[src/rtl/fetch_pkg.sv]
// Shared types and constants for the instruction fetch unit: FSM states,
// redirect mode encodings and the instruction word width.
package fetch_pkg;

    localparam int INSTR_W = 32;

    typedef enum logic [1:0] {
        IDLE  = 2'b00,
        FETCH = 2'b01,
        FULL  = 2'b10,
        DRAIN = 2'b11
    } state_t;

    localparam logic [1:0] REDIR_NONE = 2'b00;
    localparam logic [1:0] REDIR_BR   = 2'b01;
    localparam logic [1:0] REDIR_J    = 2'b10;
    localparam logic [1:0] REDIR_JR   = 2'b11;

endpackage

[src/rtl/fetch_target.sv]
// Redirect target calculation for branch, jump and jump-register, plus the
// misalignment flag for jump-register targets.
module fetch_target
    import fetch_pkg::*;
#(
    parameter int WIDTH = 32
) (
    input  logic [1:0]         mode,
    input  logic [WIDTH-1:0]   base,
    input  logic [INSTR_W-1:0] imm,
    input  logic [WIDTH-1:0]   reg_val,
    output logic [WIDTH-1:0]   target,
    output logic               misalign
);

    logic [WIDTH-1:0] imm_ext;

    assign imm_ext = WIDTH'($signed(imm));

    always_comb begin
        // NOTE: every output gets a default before the case so no path leaves it unassigned (no latch).
        target   = base;
        misalign = 1'b0;
        case (mode)
            REDIR_BR: target = base + (imm_ext << 2);
            REDIR_J:  target = {base[WIDTH-1:28], imm[25:0], 2'b00};
            REDIR_JR: begin
                target   = {reg_val[WIDTH-1:2], 2'b00};
                misalign = (reg_val[1:0] != 2'b00);
            end
            default: ;
        endcase
    end

endmodule

[src/rtl/fetch_unit.sv]
// Instruction fetch unit: owns the PC, fetches over a req/ack handshake into a
// DEPTH-entry buffer, and flushes/redirects on branch, jump and jr.
module fetch_unit
    import fetch_pkg::*;
#(
    parameter int               WIDTH    = 32,
    parameter int               DEPTH    = 2,
    parameter logic [WIDTH-1:0] RESET_PC = '0
) (
    input  logic               clk,
    input  logic               reset,
    output logic               imem_req,
    output logic [WIDTH-1:0]   imem_addr,
    input  logic               imem_ack,
    input  logic [INSTR_W-1:0] imem_rdata,
    output logic               instr_valid,
    input  logic               instr_ready,
    output logic [INSTR_W-1:0] instr,
    output logic [WIDTH-1:0]   instr_pc,
    output logic [WIDTH-1:0]   instr_pcplus4,
    input  logic [1:0]         redir_mode,
    input  logic [WIDTH-1:0]   redir_base,
    input  logic [INSTR_W-1:0] redir_imm,
    input  logic [WIDTH-1:0]   redir_reg,
    output logic               misalign
);

    localparam int PW = $clog2(DEPTH);
    localparam int CW = PW + 1;

    state_t state, state_next;

    logic [WIDTH-1:0]   fetch_pc;
    logic [WIDTH-1:0]   drain_addr;
    logic [CW-1:0]      count, count_next;
    logic [PW-1:0]      rd_ptr, wr_ptr;
    logic [INSTR_W-1:0] buf_instr [DEPTH];
    logic [WIDTH-1:0]   buf_pc    [DEPTH];

    logic               redirect, push, pop;
    logic [WIDTH-1:0]   target;
    logic               target_misalign;

    fetch_target #(.WIDTH(WIDTH)) u_target (
        .mode     (redir_mode),
        .base     (redir_base),
        .imm      (redir_imm),
        .reg_val  (redir_reg),
        .target   (target),
        .misalign (target_misalign)
    );

    // A redirect flushes the buffer, so it suppresses both push and pop.
    assign redirect    = (redir_mode != REDIR_NONE);
    assign instr_valid = (count != '0);
    assign push        = (state == FETCH) && imem_ack && !redirect;
    assign pop         = instr_valid && instr_ready && !redirect;
    assign count_next  = count + CW'(push) - CW'(pop);

    always_ff @(posedge clk or posedge reset) begin
        // NOTE: sequential state uses non-blocking assignments so every flop samples pre-edge values.
        if (reset) state <= IDLE;
        else       state <= state_next;
    end

    always_comb begin
        state_next = state;
        case (state)
            IDLE:  state_next = FETCH;
            FETCH: begin
                if (redirect)                                state_next = imem_ack ? FETCH : DRAIN;
                else if (imem_ack && count_next == CW'(DEPTH)) state_next = FULL;
                else                                         state_next = FETCH;
            end
            FULL:  if (redirect || pop) state_next = FETCH;
            DRAIN: if (imem_ack) state_next = FETCH;
            default: state_next = IDLE;
        endcase
    end

    // While draining, the bus keeps the address of the abandoned request.
    always_comb begin
        imem_req  = 1'b0;
        imem_addr = fetch_pc;
        case (state)
            FETCH: imem_req = 1'b1;
            DRAIN: begin
                imem_req  = 1'b1;
                imem_addr = drain_addr;
            end
            default: ;
        endcase
    end

    always_ff @(posedge clk or posedge reset) begin
        if (reset) begin
            fetch_pc   <= RESET_PC;
            drain_addr <= RESET_PC;
            count      <= '0;
            rd_ptr     <= '0;
            wr_ptr     <= '0;
            misalign   <= 1'b0;
        end else begin
            misalign <= target_misalign;
            if (redirect) begin
                fetch_pc <= target;
                count    <= '0;
                rd_ptr   <= '0;
                wr_ptr   <= '0;
                if (state == FETCH && !imem_ack) drain_addr <= fetch_pc;
            end else begin
                if (push) begin
                    fetch_pc <= fetch_pc + WIDTH'(4);
                    wr_ptr   <= wr_ptr + 1'b1;
                end
                if (pop) rd_ptr <= rd_ptr + 1'b1;
                count <= count_next;
            end
        end
    end

    // NOTE: buffer storage has no reset; entries are only observed once count marks them valid.
    always_ff @(posedge clk) begin
        if (push) begin
            buf_instr[wr_ptr] <= imem_rdata;
            buf_pc[wr_ptr]    <= fetch_pc;
        end
    end

    assign instr         = buf_instr[rd_ptr];
    assign instr_pc      = buf_pc[rd_ptr];
    assign instr_pcplus4 = instr_pc + WIDTH'(4);

endmodule

[config.mk]
export PLATFORM = sky130hd
export DESIGN_NAME = fetch_unit
export DESIGN_NICKNAME = d
export VERILOG_FILES = /design/src/rtl/fetch_pkg.sv /design/src/rtl/fetch_target.sv /design/src/rtl/fetch_unit.sv
export SDC_FILE = /design/constraint.sdc
export NUM_CORES = 1
export LEC_CHECK = 0
export ABC_AREA = 1
export CAP_MARGIN = 0
export CORE_MARGIN = 3
export CORE_UTILIZATION = 25
export CTS_CLUSTER_SIZE = 24
export DETAILED_ROUTE_END_ITERATION = 10
export GPL_TIMING_DRIVEN = 0
export SYNTH_ARGS = -nofsm -noshare
export SYNTH_HDL_FRONTEND = slang
export SYNTH_HIERARCHICAL = 1
export SYNTH_SLANG_ARGS = --single-unit
export TNS_END_PERCENT = 50
[constraint.sdc]
create_clock -name clk -period 6.3 [get_ports clk]
set_input_delay 0.63 -clock clk [delete_from_list [all_inputs] [get_ports clk]]
set_output_delay 0.63 -clock clk [all_outputs]
set_load 0.05 [all_outputs]
## After elaboration in Yosys (flattened, before gate mapping)

Memories as Yosys holds them, arrays and structs flattened.
Cells that the tools add are included.

- $add $sub $neg: 7
- Equality and inequality tests: 9
- Multiplexer cells: 19
- Reductions and logical operators: 18

Operators with widths:

| operator | count |
|---|---|
| 32-bit two-way mux | 3 |
| 32-bit case mux with 3 select lines | 1 |
| 32-bit by 3-bit adder with 32-bit output (second input constant) | 2 |
| 32-bit adder | 1 |
| 2-bit two-way mux | 6 |
| 2-bit equality test (second input constant) | 5 |
| 2-bit nonzero test | 5 |
| 1-bit two-way mux | 8 |
| 2-bit case mux with 4 select lines | 1 |
| 1-bit logical AND | 6 |
| 2-bit by 1-bit equality test with 1-bit output (second input constant) | 2 |
| 2-bit inequality test (second input constant) | 2 |
| 2-bit AND reduction | 2 |
| 1-bit adder (second input constant) | 2 |
| 2-bit by 1-bit adder with 2-bit output | 1 |
| 1-bit zero test | 2 |
| 2-bit zero test | 1 |
| 2-bit OR reduction | 1 |
| 2-bit by 1-bit subtractor with 2-bit output | 1 |
| 1-bit logical OR | 1 |

- Bits in registers: 71
- RAM bits: 128
- Output and inout bits: 131
- Memories kept: 2

Memory list:

| name | words | width | rd ports | clocked after memory_dff | write ports | line | source |
|---|---|---|---|---|---|---|---|
| buf_instr | 2 | 32 | 1 | 0 | 1 | fetch_unit.sv:37 | `logic [INSTR_W-1:0] buf_instr [DEPTH];` |
| buf_pc | 2 | 32 | 1 | 0 | 1 | fetch_unit.sv:38 | `logic [WIDTH-1:0] buf_pc [DEPTH];` |

## Logic depth before layout (Yosys ltp)

Gate-level depths: netlist of run 1.

- Depth in word-level cells: 10
- Mapped depth: 17
- Gate-level depth less buffers: 17

## Modules after synthesis

The synthesis of run 1 kept the hierarchy.

By module, submodules not included:

| module | instances | cells an instance | area an instance (sq um) | seq. area each (sq um) |
|---|---|---|---|---|
| fetch_unit | 1 | 1097 | 9613.0 | 5620.4 |
| fetch_target | 1 | 621 | 3046.7 | 0.0 |

## Worst setup path after synthesis of run 1

OpenSTA, ideal clock, no wires.

- Path kind: input-to-reg
- From: input port redir_mode[1]
- To: memory buf_instr[0][0] (enable)
- Arrival: 3688 ps
- Required time: 5812 ps
- Slack: 2125 ps
- Stages: 3
- Buffers on the path: 0
- Cell sequence: nor2_1 nand3_1 nor2_1

- Cells in the longest elaborated chain, start to end: 5

RTL lines:

| element | line | source |
|---|---|---|
| start: declaration | fetch_unit.sv:21 | `input logic [1:0] redir_mode,` |
| 2-bit nonzero test | fetch_unit.sv:54 | `assign redirect = (redir_mode != REDIR_NONE);` |
| 1-bit zero test | fetch_unit.sv:56 | `assign push = (state == FETCH) && imem_ack && !redirect;` |
| 1-bit logical AND | fetch_unit.sv:56 |  |
| 1-bit two-way mux | fetch_unit.sv:124 | `if (push) begin` |
| 1-bit two-way mux (implied by the code) | fetch_unit.sv:125 | `buf_instr[wr_ptr] <= imem_rdata;` |
| end: declaration | fetch_unit.sv:37 |  |

Every way passes these cells.

## Worst setup path in the final report of run 1

- From: register rd_ptr
- To: output port instr_pcplus4[26]

- Cells in the longest elaborated chain, start to end: 2

RTL lines:

| element | line | source |
|---|---|---|
| start: declaration | fetch_unit.sv:36 | `logic [PW-1:0] rd_ptr, wr_ptr;` |
| start signal: assignment | fetch_unit.sv:116 | `if (pop) rd_ptr <= rd_ptr + 1'b1;` |
| memory read 2 x 32 bit | n/a |  |
| 32-bit by 3-bit adder with 32-bit output | fetch_unit.sv:132 | `assign instr_pcplus4 = instr_pc + WIDTH'(4);` |
| end: declaration | fetch_unit.sv:20 | `output logic [WIDTH-1:0] instr_pcplus4,` |

Every way passes these cells.

==> results of run 1 <==
==> how the worst min path moves through the flow <==
stage                                     from                         end  slack [ns]  depth (start not counted)
floorplan              fetch_pc[4]$_DFFE_PP0P_      buf_pc[0][4]$_DFFE_PP_        0.44                          0
global placement    drain_addr[11]$_DFFE_PP0P_  drain_addr[11]$_DFFE_PP0P_        0.47                          2
detailed placement  drain_addr[10]$_DFFE_PP0P_  drain_addr[10]$_DFFE_PP0P_        0.47                          2
CTS                                      reset     fetch_pc[0]$_DFFE_PP0P_        0.40                          2
global route                             reset   drain_addr[1]$_DFFE_PP0P_        0.40                          2
finish                                   reset     fetch_pc[0]$_DFFE_PP0P_        0.42                          2
==> kinds of logic (layout without fill, tap and decap cells) <==
family / Yosys count / in the layout / share of synthesized area
XOR/XNOR: 27 / 27 / 0.0187
AO/OA/AOI/OAI: 143 / 143 / 0.0659
flip-flops: 199 / 199 / 0.444
AND/OR/NAND/NOR: 1073 / 1073 / 0.359
buffers and inverters: 242 / 541 / 0.0782
adder cells (fa/ha/maj): 34 / 34 / 0.0342
==> per-stage QoR <==
| step | setup slack, ns | utilization |
|---|---|---|
| final | 2.53 | 0.340 |
| after global routing | 2.29 | 0.340 |
| after detailed placement | 2.58 | 0.328 |
| after global placement | -0.430 | 0.326 |
| after CTS | 2.48 | 0.340 |
| after floorplan | 2.12 | - |
==> area by class of cell <==
class,count,share of cell area
Buffer,49,0.0158
Clock inverter,15,0.00893
Inverter,193,0.0432
Timing Repair Buffer,267,0.162
Sequential cell,199,0.334
Tap cell,664,0.0494
Multi-Input combinational cell,1277,0.361
Clock buffer,17,0.0253
==> critical path: stages, from the launching register on <==
cell and delay, ns:
dfrtp_1 0.43, buf_6 0.18, nand2_1 0.06, o21ai_1 0.28
inv_1 0.13, ha_1 0.26, nand3_2 0.11, inv_1 0.06
nand2_2 0.16, inv_1 0.08, nand2_1 0.07, nand2_1 0.04
nand2_1 0.06, clkdlybuf4s50_1 0.79
==> power groups by stage <==
stage	Clock, mW	Combinational, mW	Sequential [mW]
final	1.08	0.983	1.59
after global routing	1.16	1.07	1.60
after CTS	1.11	0.991	1.58
after detailed placement	0	0.987	1.61
after global placement	0	0.971	1.61
after floorplan	0	0.608	1.58
==> registers in the layout, indices dropped and copies added (netlist names) <==
signal / cells
wr_ptr: 1
buf_instr: 64
state: 2
count: 2
misalign: 1
fetch_pc: 32
rd_ptr: 1
drain_addr: 32
buf_pc: 64
==> routing by layer <==
layer	vias up	wire (microns)	share of wire	GRT usage
li1	6043	-	-	-
met3	35	2610	0.060	0.0262
met4	0	671	0.015	0.0360
met2	382	20500	0.47	0.272
met1	5528	19700	0.45	0.215
met5	-	0	0	0
==> cell usage after synthesis (2+ instances only) <==
cell | number | area (sq um)
a31oi_1 | 2 | 12.5
ha_1 | 33 | 413
o211ai_1 | 6 | 45.0
or2_1 | 2 | 12.5
nand3b_1 | 12 | 90.1
a21oi_2 | 2 | 17.5
nand3_2 | 6 | 60.1
nand2_2 | 38 | 238
a22o_1 | 15 | 131
nor2_1 | 154 | 578
or2_2 | 8 | 50.1
buf_4 | 6 | 45.0
nand2_1 | 689 | 2590
nor2_2 | 12 | 75.1
dfrtp_1 | 71 | 1780
o21ai_0 | 49 | 245
nand4_1 | 22 | 138
clkbuf_1 | 23 | 86.3
inv_1 | 183 | 687
xor2_1 | 22 | 193
a21oi_1 | 56 | 280
edfxtp_1 | 128 | 3840
a21boi_0 | 5 | 37.5
nand3_1 | 114 | 571
xnor2_1 | 5 | 43.8
buf_2 | 16 | 80.1
inv_2 | 8 | 30.0
o21bai_1 | 2 | 15.0
nor3_1 | 4 | 20.0
and2_1 | 3 | 18.8
o21bai_2 | 2 | 22.5
nand2_4 | 2 | 22.5
buf_6 | 3 | 33.8
clkinv_1 | 2 | 7.51
nor2_4 | 5 | 56.3
==> flow_summary_export.csv, run 1 <==
group,metric,value,unit
synth,postSynthAreaPerCell,7.37,sq um
layout,stdcell_area,16800,sq um
power,switchingPower,1.29,mW
synth,synth_fp_nets,1886,
worst_setup_path,rr_endpoint,"state[0]$_DFFE_PP0P_",
floorplanning,num_rows,81,
power,switching_share,0.352,
layout,final_common_cell,"nand2_1",
timing,whs,0.417,ns
floorplanning,fp.dieW,231,microns
grt,grt_pass1_wl,66500,microns
detailed_routing,wl,43500,microns
clock_network,root_buffer,"clkbuf_16",
worst_setup_path,r2r_start,"state[0]$_DFFE_PP0P_",
power,seqPwrFrac,0.434,
detailed_routing,routedWlPerCell,16.2,microns
worst_setup_path,end_kind,"primary output",
power,ir_drop,0.202,mV
detailed_routing,drtPass1Iterations,5,
floorplanning,die_area,53400,sq um
timing,worst_pin_slew,0.660,ns
outcome,outcome,"finished, final reports clean",
placement,io_buffers,262,
placement,place_area,16200,sq um
layout,register_area,5620,sq um
timing,period_needed,3.77,ns
placement,dp_hpwl,35500,microns
clock_network,cts_hold_buf,0,
worst_setup_path,cp_max_fo,10,
layout,num_antenna_cells,0,
grt,grt_overflow,0,
grt,grt_max_degree,69,
layout,fillers,5321,
worst_setup_path,startpoint_type,"register",
clock_network,numCtsBuffers,17,
synth,yosysUniqueCellTypes,43,
placement,place_inst,2649,
timing,hold_violations,0,
detailed_routing,vias,12000,
layout,syn2layout_area_growth,32.8,%
worst_setup_path,reg2reg_slack,3.95,ns
clock_network,tritoncts,"done",
detailed_routing,viasPerCell,4.47,
floorplanning,core-area,49500,sq um
layout,nets,2172,
worst_hold_path,hp-class,"in2async",
synth,ys_warn_count,6,
timing,timing.fmax,265,MHz
synth,async_reset_ff_frac,0.357,
floorplanning,initial_core_util,0.256,
grt,antenna_found_initial,0,
layout,layout.cells.non_filler,2681,
worst_setup_path,ff2ff_path_depth,10,
worst_setup_path,crit_start,"rd_ptr$_DFFE_PP0P_",
detailed_routing,drtIter0Drc,794,
timing,setup_viol,0,
timing,fin_skew,0.0129,ns
timing,fin_crit_sh,0.599,
timing,slew_headroom,0.559,
power,p_comb_frac,0.269,
synth,synth_seq_cells,199,
clock_network,clock_path_buffers,2,
clock_network,h-tree-depth,4,
worst_setup_path,worstPathRequired,5.67,ns
worst_setup_path,crit_type,"reg2out",
timing,maxSlewViolCount,0,
timing,tns,0,ns
layout,layout_common_cells,"689 x nand2_1, 262 x clkdlybuf4s50_1, 182 x inv_1",
synth,syn_area,12700,sq um
detailed_routing,drc,0,
power,p_int,2.37,mW
synth,synth_edf_count,128,
power,power.density,217,nW/um^2
synth,syn_inst,1718,
grt,grt_pass1_vias,11700,
floorplanning,io_pins,265,
worst_setup_path,critPathArrivalTime,3.14,ns
detailed_routing,ant_nets,0,
flow_run,maxCapViolations,0,
clock_network,ctsResizeCount,0,
clock_network,clk_latency,0.44,ns
floorplanning,die_y,231,microns
clock_network,clock-sinks,199,
synth,ys_seq_area_frac,0.444,
clock_network,path_clk_slew,0.08,ns
clock_network,post-cts-setup-buffers,0,
power,design_power_total,3.65,mW
grt,grt_usage,0.160,
layout,multi_input_area,6060,sq um
layout,drive_gt1_frac,0.0749,
power,p_leak,7.44,nW
worst_setup_path,crit_end,"instr_pcplus4[26]",
synth,ys.flop_type,"edfxtp_1",
timing,rsz0062_at_grt,"false",
power,power_frac_clock,0.297,
placement,gp_congestion,0.928,
No activity file was read; power rests on OpenSTA's default activity.
==> run 2, diff against run 1 <==
==> constraint.sdc (replaced) <==
create_clock -name clk -period 3.82 [get_ports clk]
set_input_delay 0.382 -clock clk [delete_from_list [all_inputs] [get_ports clk]]
set_output_delay 0.382 -clock clk [all_outputs]
set_load 0.05 [all_outputs]
==> run 2 against run 1 <==
Compared with the run above:
- worst hold slack lost 0.26 ns
- setup slack worse by 2.2 ns
- clock power is 63% higher
- non-clock buffer count unchanged
- clock skew down 0.0012 ns
- global-route usage is essentially flat
- via count rose by 1.5%
- wire length is essentially flat
- core utilization barely moved
- cell area hardly changed
- die area is the same
==> flow_summary_export.csv, run 2 (synthesis gave the netlist of run 1 again) <==
group,metric,value,unit
worst_hold_path,hp-class,"in2async",
timing,slew_headroom,0.544,
floorplanning,fp.dieW,231,microns
worst_setup_path,end_kind,"primary output",
layout,drive_gt1_frac,0.0749,
floorplanning,initial_core_util,0.256,
layout,post-route-util,0.340,
detailed_routing,wl,43500,microns
clock_network,post-cts-setup-buffers,0,
layout,final_common_cell,"nand2_1",
power,p_leak,7.45,nW
placement,gp_congestion,0.950,
timing,worst_pin_slew,0.682,ns
flow_run,maxCapViolations,0,
clock_network,clock-sinks,199,
detailed_routing,drtIter0Drc,914,
placement,io_buffers,262,
grt,grt_max_degree,70,
timing,period_needed,3.52,ns
timing,maxSlewViolCount,0,
worst_setup_path,critPathArrivalTime,3.13,ns
floorplanning,die_area,53400,sq um
timing,rsz0062_at_grt,"false",
floorplanning,io_pins,265,
worst_setup_path,crit_path_frequent_cell,"inv_1",
grt,grt_pass1_vias,11600,
timing,timing.fmax,284,MHz
floorplanning,die_y,231,microns
worst_setup_path,reg2reg_slack,1.53,ns
timing,tns,0,ns
detailed_routing,ant_nets,0,
clock_network,numCtsBuffers,17,
clock_network,path_clk_slew,0.08,ns
worst_setup_path,startpoint_type,"register",
clock_network,cts_hold_buf,0,
placement,dp_hpwl,35600,microns
worst_setup_path,cpPeakStageDelay,0.82,ns
floorplanning,num_rows,81,
timing,setup_viol,0,
worst_setup_path,cp_cell_sequence,"buf_6, nand2_1, o21ai_1, inv_1, ha_1, nand3_2, inv_1, nand2_2, nor2_4, xor2_1, clkdlybuf4s50_1",
timing,hold_violations,0,
floorplanning,core-area,49500,sq um
grt,grt_overflow,0,
timing,fin_skew,0.0117,ns
grt,grt_usage,0.160,
worst_setup_path,r2r_start,"state[0]$_DFFE_PP0P_",
layout,syn2layout_area_growth,32.8,%
layout,nets,2172,
clock_network,clk_latency,0.43,ns
worst_setup_path,cp_slowest_cell,"clkdlybuf4s50_1",
detailed_routing,drc,0,
detailed_routing,routedWlPerCell,16.2,microns
clock_network,root_buffer,"clkbuf_16",
power,design_power_total,6.00,mW
detailed_routing,viasPerCell,4.54,
power,power.density,357,nW/um^2
worst_setup_path,cp_max_fo,10,
clock_network,ctsResizeCount,0,
outcome,outcome,"finished, final reports clean",
clock_network,tritoncts,"done",
layout,layout_common_cells,"689 x nand2_1, 261 x clkdlybuf4s50_1, 182 x inv_1",
layout,top_regs,"buf_instr x64, buf_pc x64",
layout,num_antenna_cells,0,
timing,fin_crit_sh,0.920,
clock_network,clock_path_buffers,2,
power,ir_drop,0.308,mV
grt,grt_pass1_wl,66400,microns
worst_setup_path,crit_start,"rd_ptr$_DFFE_PP0P_",
grt,antenna_found_initial,0,
worst_setup_path,crit_type,"reg2out",
detailed_routing,drtPass1Iterations,6,
clock_network,h-tree-depth,4,
detailed_routing,vias,12200,
worst_setup_path,worstPathRequired,3.44,ns
## run 2: changes by cell type in the layout (fill, tap and decap cells not counted)
cell             previous run  this run
inv_8                       8         7
clkinv_4                    2         4
clkinvlp_4                  1         0
clkdlybuf4s50_1           262       261
dlymetal6s2s_1              0         1
## run 2: worst paths after layout
check / depth (start not counted) / end
max: 11 / instr_pcplus4[14]
min: 2 / fetch_pc[1]$_DFFE_PP0P_
max reg2reg: 10 / state[0]$_DFFE_PP0P_
min reg2reg: 2 / drain_addr[11]$_DFFE_PP0P_
max in group asynchronous: 3 / fetch_pc[18]$_DFFE_PP0P_
min in group clk: 2 / drain_addr[11]$_DFFE_PP0P_
## run 2: layer usage
layer  track usage  vias to the layer above  routed length, microns
met5             0                        -                       0
met4        0.0320                        0                     527
met3        0.0254                       38                    2670
met2         0.276                      395                   20800
met1         0.213                     5681                   19500
li1              -                     6056                       -
## run 2: worst max-delay path, delay by kind of cell, from the launching register on
kind | cells | cell delay (ns)
AO/OA/AOI/OAI | 1 | 0.18
XOR/XNOR | 1 | 0.17
adder cells (fa/ha/maj) | 1 | 0.21
buffers and inverters | 4 | 1.21
flip-flops | 1 | 0.43
AND/OR/NAND/NOR | 4 | 0.51
## run 2: area by class of cell
class | instances | area (sq um)
Timing Repair Buffer | 267 | 2730
Clock inverter | 15 | 149
Inverter | 193 | 727
Sequential cell | 199 | 5620
Tap cell | 664 | 831
Clock buffer | 17 | 425
Buffer | 49 | 265
Fill cell | 5294 | 32600
Multi-Input combinational cell | 1277 | 6060
## run 2: power by group
group	internal (mW)	leakage (nW)	total, mW	switching, mW
clock network	0.879	0.286	1.76	0.884
registers	2.46	2.05	2.62	0.158
logic	0.563	5.12	1.62	1.06
total	3.90	7.45	6.00	2.10
## run 2: per-stage QoR
| stage | std cells | worst slack [ns] | cell area [sq um] | hold slack, ns |
|---|---|---|---|---|
| 2_1_floorplan | 1718 | -0.114 | 12700 | 0.437 |
| 3_3_place_gp | 2644 | -2.77 | 16100 | 0.466 |
| 3_5_place_dp | 2649 | 0.347 | 16200 | 0.473 |
| 4_1_cts | 2681 | 0.158 | 16800 | 0.131 |
| 5_1_grt | 2681 | 0.0397 | 16800 | 0.142 |
| 6_report | 2681 | 0.305 | 16800 | 0.157 |
==> run 3, diff against run 2 <==
--- a/config.mk
+++ b/config.mk
@@ -14,6 +14,5 @@
 export GPL_TIMING_DRIVEN = 0
 export SYNTH_ARGS = -nofsm -noshare
 export SYNTH_HDL_FRONTEND = slang
-export SYNTH_HIERARCHICAL = 1
 export SYNTH_SLANG_ARGS = --single-unit
 export TNS_END_PERCENT = 50
==> run 3 against run 2 <==
Compared with the run above:
- sequential share of layout area increased by 1.2 points
- non-clock buffer count decreased by 6
- area after synthesis decreased by 4.2%
- global-route usage increased by 0.41 points
- maximum frequency decreased by 3.6%
- synthesized cell count decreased by 12%
- combinational power increased to 2.7 times the previous value
- critical path depth unchanged
- setup slack got worse by 0.13 ns
- first-iteration DRC count increased by 7.4%
==> flow_summary_export.csv, run 3 <==
group,metric,value,unit
outcome,outcome,"finished, final reports clean",
power,p_leak,6.88,nW
worst_setup_path,cp_max_fo,10,
layout,final_common_cell,"nand2_1",
layout,fillers,4964,
layout,post-route-util,0.339,
synth,synthAdderAreaFrac,0.0357,
synth,synth_mux_area_frac,0.0353,
worst_setup_path,cp_slowest_cell,"clkdlybuf4s50_1",
synth,yosys.cell_count.top_type,"nand2_1",
timing,hold_violations,0,
grt,grt_overflow,0,
clock_network,tritoncts,"done",
floorplanning,die_y,226,microns
synth,syn_area,12100,sq um
clock_network,numCtsBuffers,17,
detailed_routing,viasPerCell,4.67,
layout,drive_gt1_frac,0.0757,
synth,synth-compound-area-share,0.103,
grt,antenna_found_initial,1,
layout,layout.cells.non_filler,2424,
layout,multi_input_area,5530,sq um
timing,rsz0062_at_grt,"false",
synth,ys.flop_type,"edfxtp_1",
synth,netlist_top_cells_count,"417 x nand2_1, 198 x inv_1, 145 x nor2_1",
grt,grt_usage,0.164,
detailed_routing,ant_nets,0,
power,ir_drop,0.361,mV
synth,synthTopCellsByArea,"edfxtp_1 32%, dfrtp_1 15%, nand2_1 13%, inv_1 6.1%, nor2_1 4.5%",
grt,grt_pass1_wl,64300,microns
synth,synth_top_area_frac,0.317,
timing,fin_skew,0.0171,ns
worst_hold_path,hp-class,"in2async",
synth,synth_fp_nets,1678,
timing,fin_crit_sh,0.955,
grt,met2_usage,0.269,
synth,syn_inst,1510,
placement,io_buffers,262,
worst_setup_path,cp_cell_sequence,"buf_6, buf_12, buf_6, o21ai_4, nand2_4, nor2_2, nand2_1, nor2_1, nand4_1, xor2_1, clkdlybuf4s50_1",
synth,ys_warn_count,0,
synth,ys_seq_area_frac,0.464,
clock_network,clock_path_buffers,2,
floorplanning,fp.dieW,226,microns
layout,layout_common_cells,"417 x nand2_1, 248 x clkdlybuf4s50_1, 197 x inv_1",
timing,setup_viol,0,
flow_run,maxCapViolations,0,
clock_network,path_clk_slew,0.07,ns
detailed_routing,wl,42600,microns
placement,dp_hpwl,34600,microns
synth,synth_top_cell_by_area,"edfxtp_1",
timing,maxSlewViolCount,0,
placement,gp_congestion,0.959,
worst_setup_path,worstPathRequired,3.44,ns
clock_network,root_buffer,"clkbuf_16",
floorplanning,initial_core_util,0.253,
timing,period_needed,3.65,ns
layout,syn2layout_area_growth,33.9,%
grt,busiest_layer,"met2",
floorplanning,die_area,51200,sq um
synth,synth-xor-area-share,0.0267,
detailed_routing,drtIter0Drc,982,
worst_setup_path,end_kind,"primary output",
placement,place_inst,2392,
timing,worst_pin_slew,0.914,ns
timing,tns,0,ns
grt,met1_usage,0.220,
floorplanning,core-area,47800,sq um
synth,synth_seq_cells,199,
floorplanning,io_pins,265,
synth,synth_edf_count,128,
synth,synth_top_family_by_area,"simple AND/OR/NAND/NOR gates",
grt,grt_pass1_vias,11200,
layout,stdcell_area,16200,sq um
synth,yosysUniqueCellTypes,48,
detailed_routing,routedWlPerCell,17.6,microns
worst_setup_path,critPathArrivalTime,3.26,ns
synth,async_reset_ff_frac,0.357,
detailed_routing,drtPass1Iterations,7,
layout,register_area,5620,sq um
synth,synth_simple_gate_area_frac,0.253,
power,power.density,550,nW/um^2
floorplanning,num_rows,80,
grt,grt_max_degree,71,
worst_setup_path,startpoint_type,"register",
grt,grtUsageMet3,0.0318,
worst_setup_path,cpPeakStageDelay,0.85,ns
clock_network,h-tree-depth,4,
layout,top_regs,"buf_instr x64, buf_pc x64",
worst_setup_path,crit_type,"reg2out",
layout,nets,1964,
placement,place_area,15700,sq um
clock_network,clk_latency,0.44,ns
clock_network,clock-sinks,199,
layout,num_antenna_cells,0,
detailed_routing,drc,0,
timing,slew_headroom,0.391,
synth,postSynthAreaPerCell,8.03,sq um
timing,timing.fmax,274,MHz
worst_setup_path,crit_path_frequent_cell,"buf_6",
detailed_routing,vias,11300,
[run 3: worst max-delay path, delay by kind of cell (launching register included)]
kind / cells / cell delay [ns]
compound gates: 1 / 0.23
xor+xnor: 1 / 0.21
buf+inv: 4 / 1.30
flops: 1 / 0.40
simple gates: 5 / 0.67
[run 3: worst paths after layout]
kind,from,endpoint,slack (ns),cells past startpoint
setup / recovery,rd_ptr$_DFFE_PP0P_,instr_pcplus4[27],0.17,11
hold / removal,reset,fetch_pc[0]$_DFFE_PP0P_,0.18,2
setup reg to reg,state[1]$_DFFE_PP0P_,buf_instr[1][26]$_DFFE_PP_,0.85,9
hold reg to reg,drain_addr[22]$_DFFE_PP0P_,drain_addr[22]$_DFFE_PP0P_,0.49,2
max in group asynchronous,reset,fetch_pc[25]$_DFFE_PP0P_,3.10,3
min in group clk,drain_addr[22]$_DFFE_PP0P_,drain_addr[22]$_DFFE_PP0P_,0.49,2
[run 3: stage by stage]
| step | hold WS, ns | power, mW | worst slack, ns |
|---|---|---|---|
| global route | 0.174 | 9.40 | 0.00572 |
| finish | 0.178 | 8.93 | 0.173 |
| floorplan | 0.440 | 5.61 | -0.0421 |
| global placement | 0.467 | 7.17 | -1.94 |
| detailed placement | 0.476 | 7.24 | -0.192 |
| CTS | 0.169 | 9.02 | 0.0123 |
[run 3: cells by family after synthesis]
logic type	Yosys count
flip-flops	199
AO/OA/AOI/OAI	224
multiplexers	38
adder cells (fa/ha/maj)	34
XOR/XNOR	37
buffers and inverters	248
AND/OR/NAND/NOR	730
[run 3: routing by layer]
| metal | wire length, microns | vias up |
|---|---|---|
| li1 | - | 5530 |
| met1 | 18900 | 5223 |
| met2 | 19100 | 513 |
| met3 | 3460 | 52 |
| met4 | 1090 | 2 |
| met5 | 13 | - |
[run 3: where the power goes]
group / switching (mW) / internal [mW] / leakage [nW]
sequential: 0.235 / 2.60 / 2.03
clock: 0.855 / 0.924 / 0.274
combinational: 2.97 / 1.35 / 4.58
[run 3: repair_timing]
item,in CTS,in global routing
cloned,0,0
buffers inserted,0,0
resized for setup,11,19
endpoints found under the setup margin,7,13
hold buffers,0,0
[run 3: final cells by class]
class                           instances  share of cell area
Timing Repair Buffer                  267               0.169
Multi-Input combinational cell       1063               0.341
Tap cell                              615              0.0474
Buffer                                 43              0.0141
Clock inverter                         13             0.00879
Inverter                              205              0.0476
Sequential cell                       199               0.346
Clock buffer                           19              0.0267
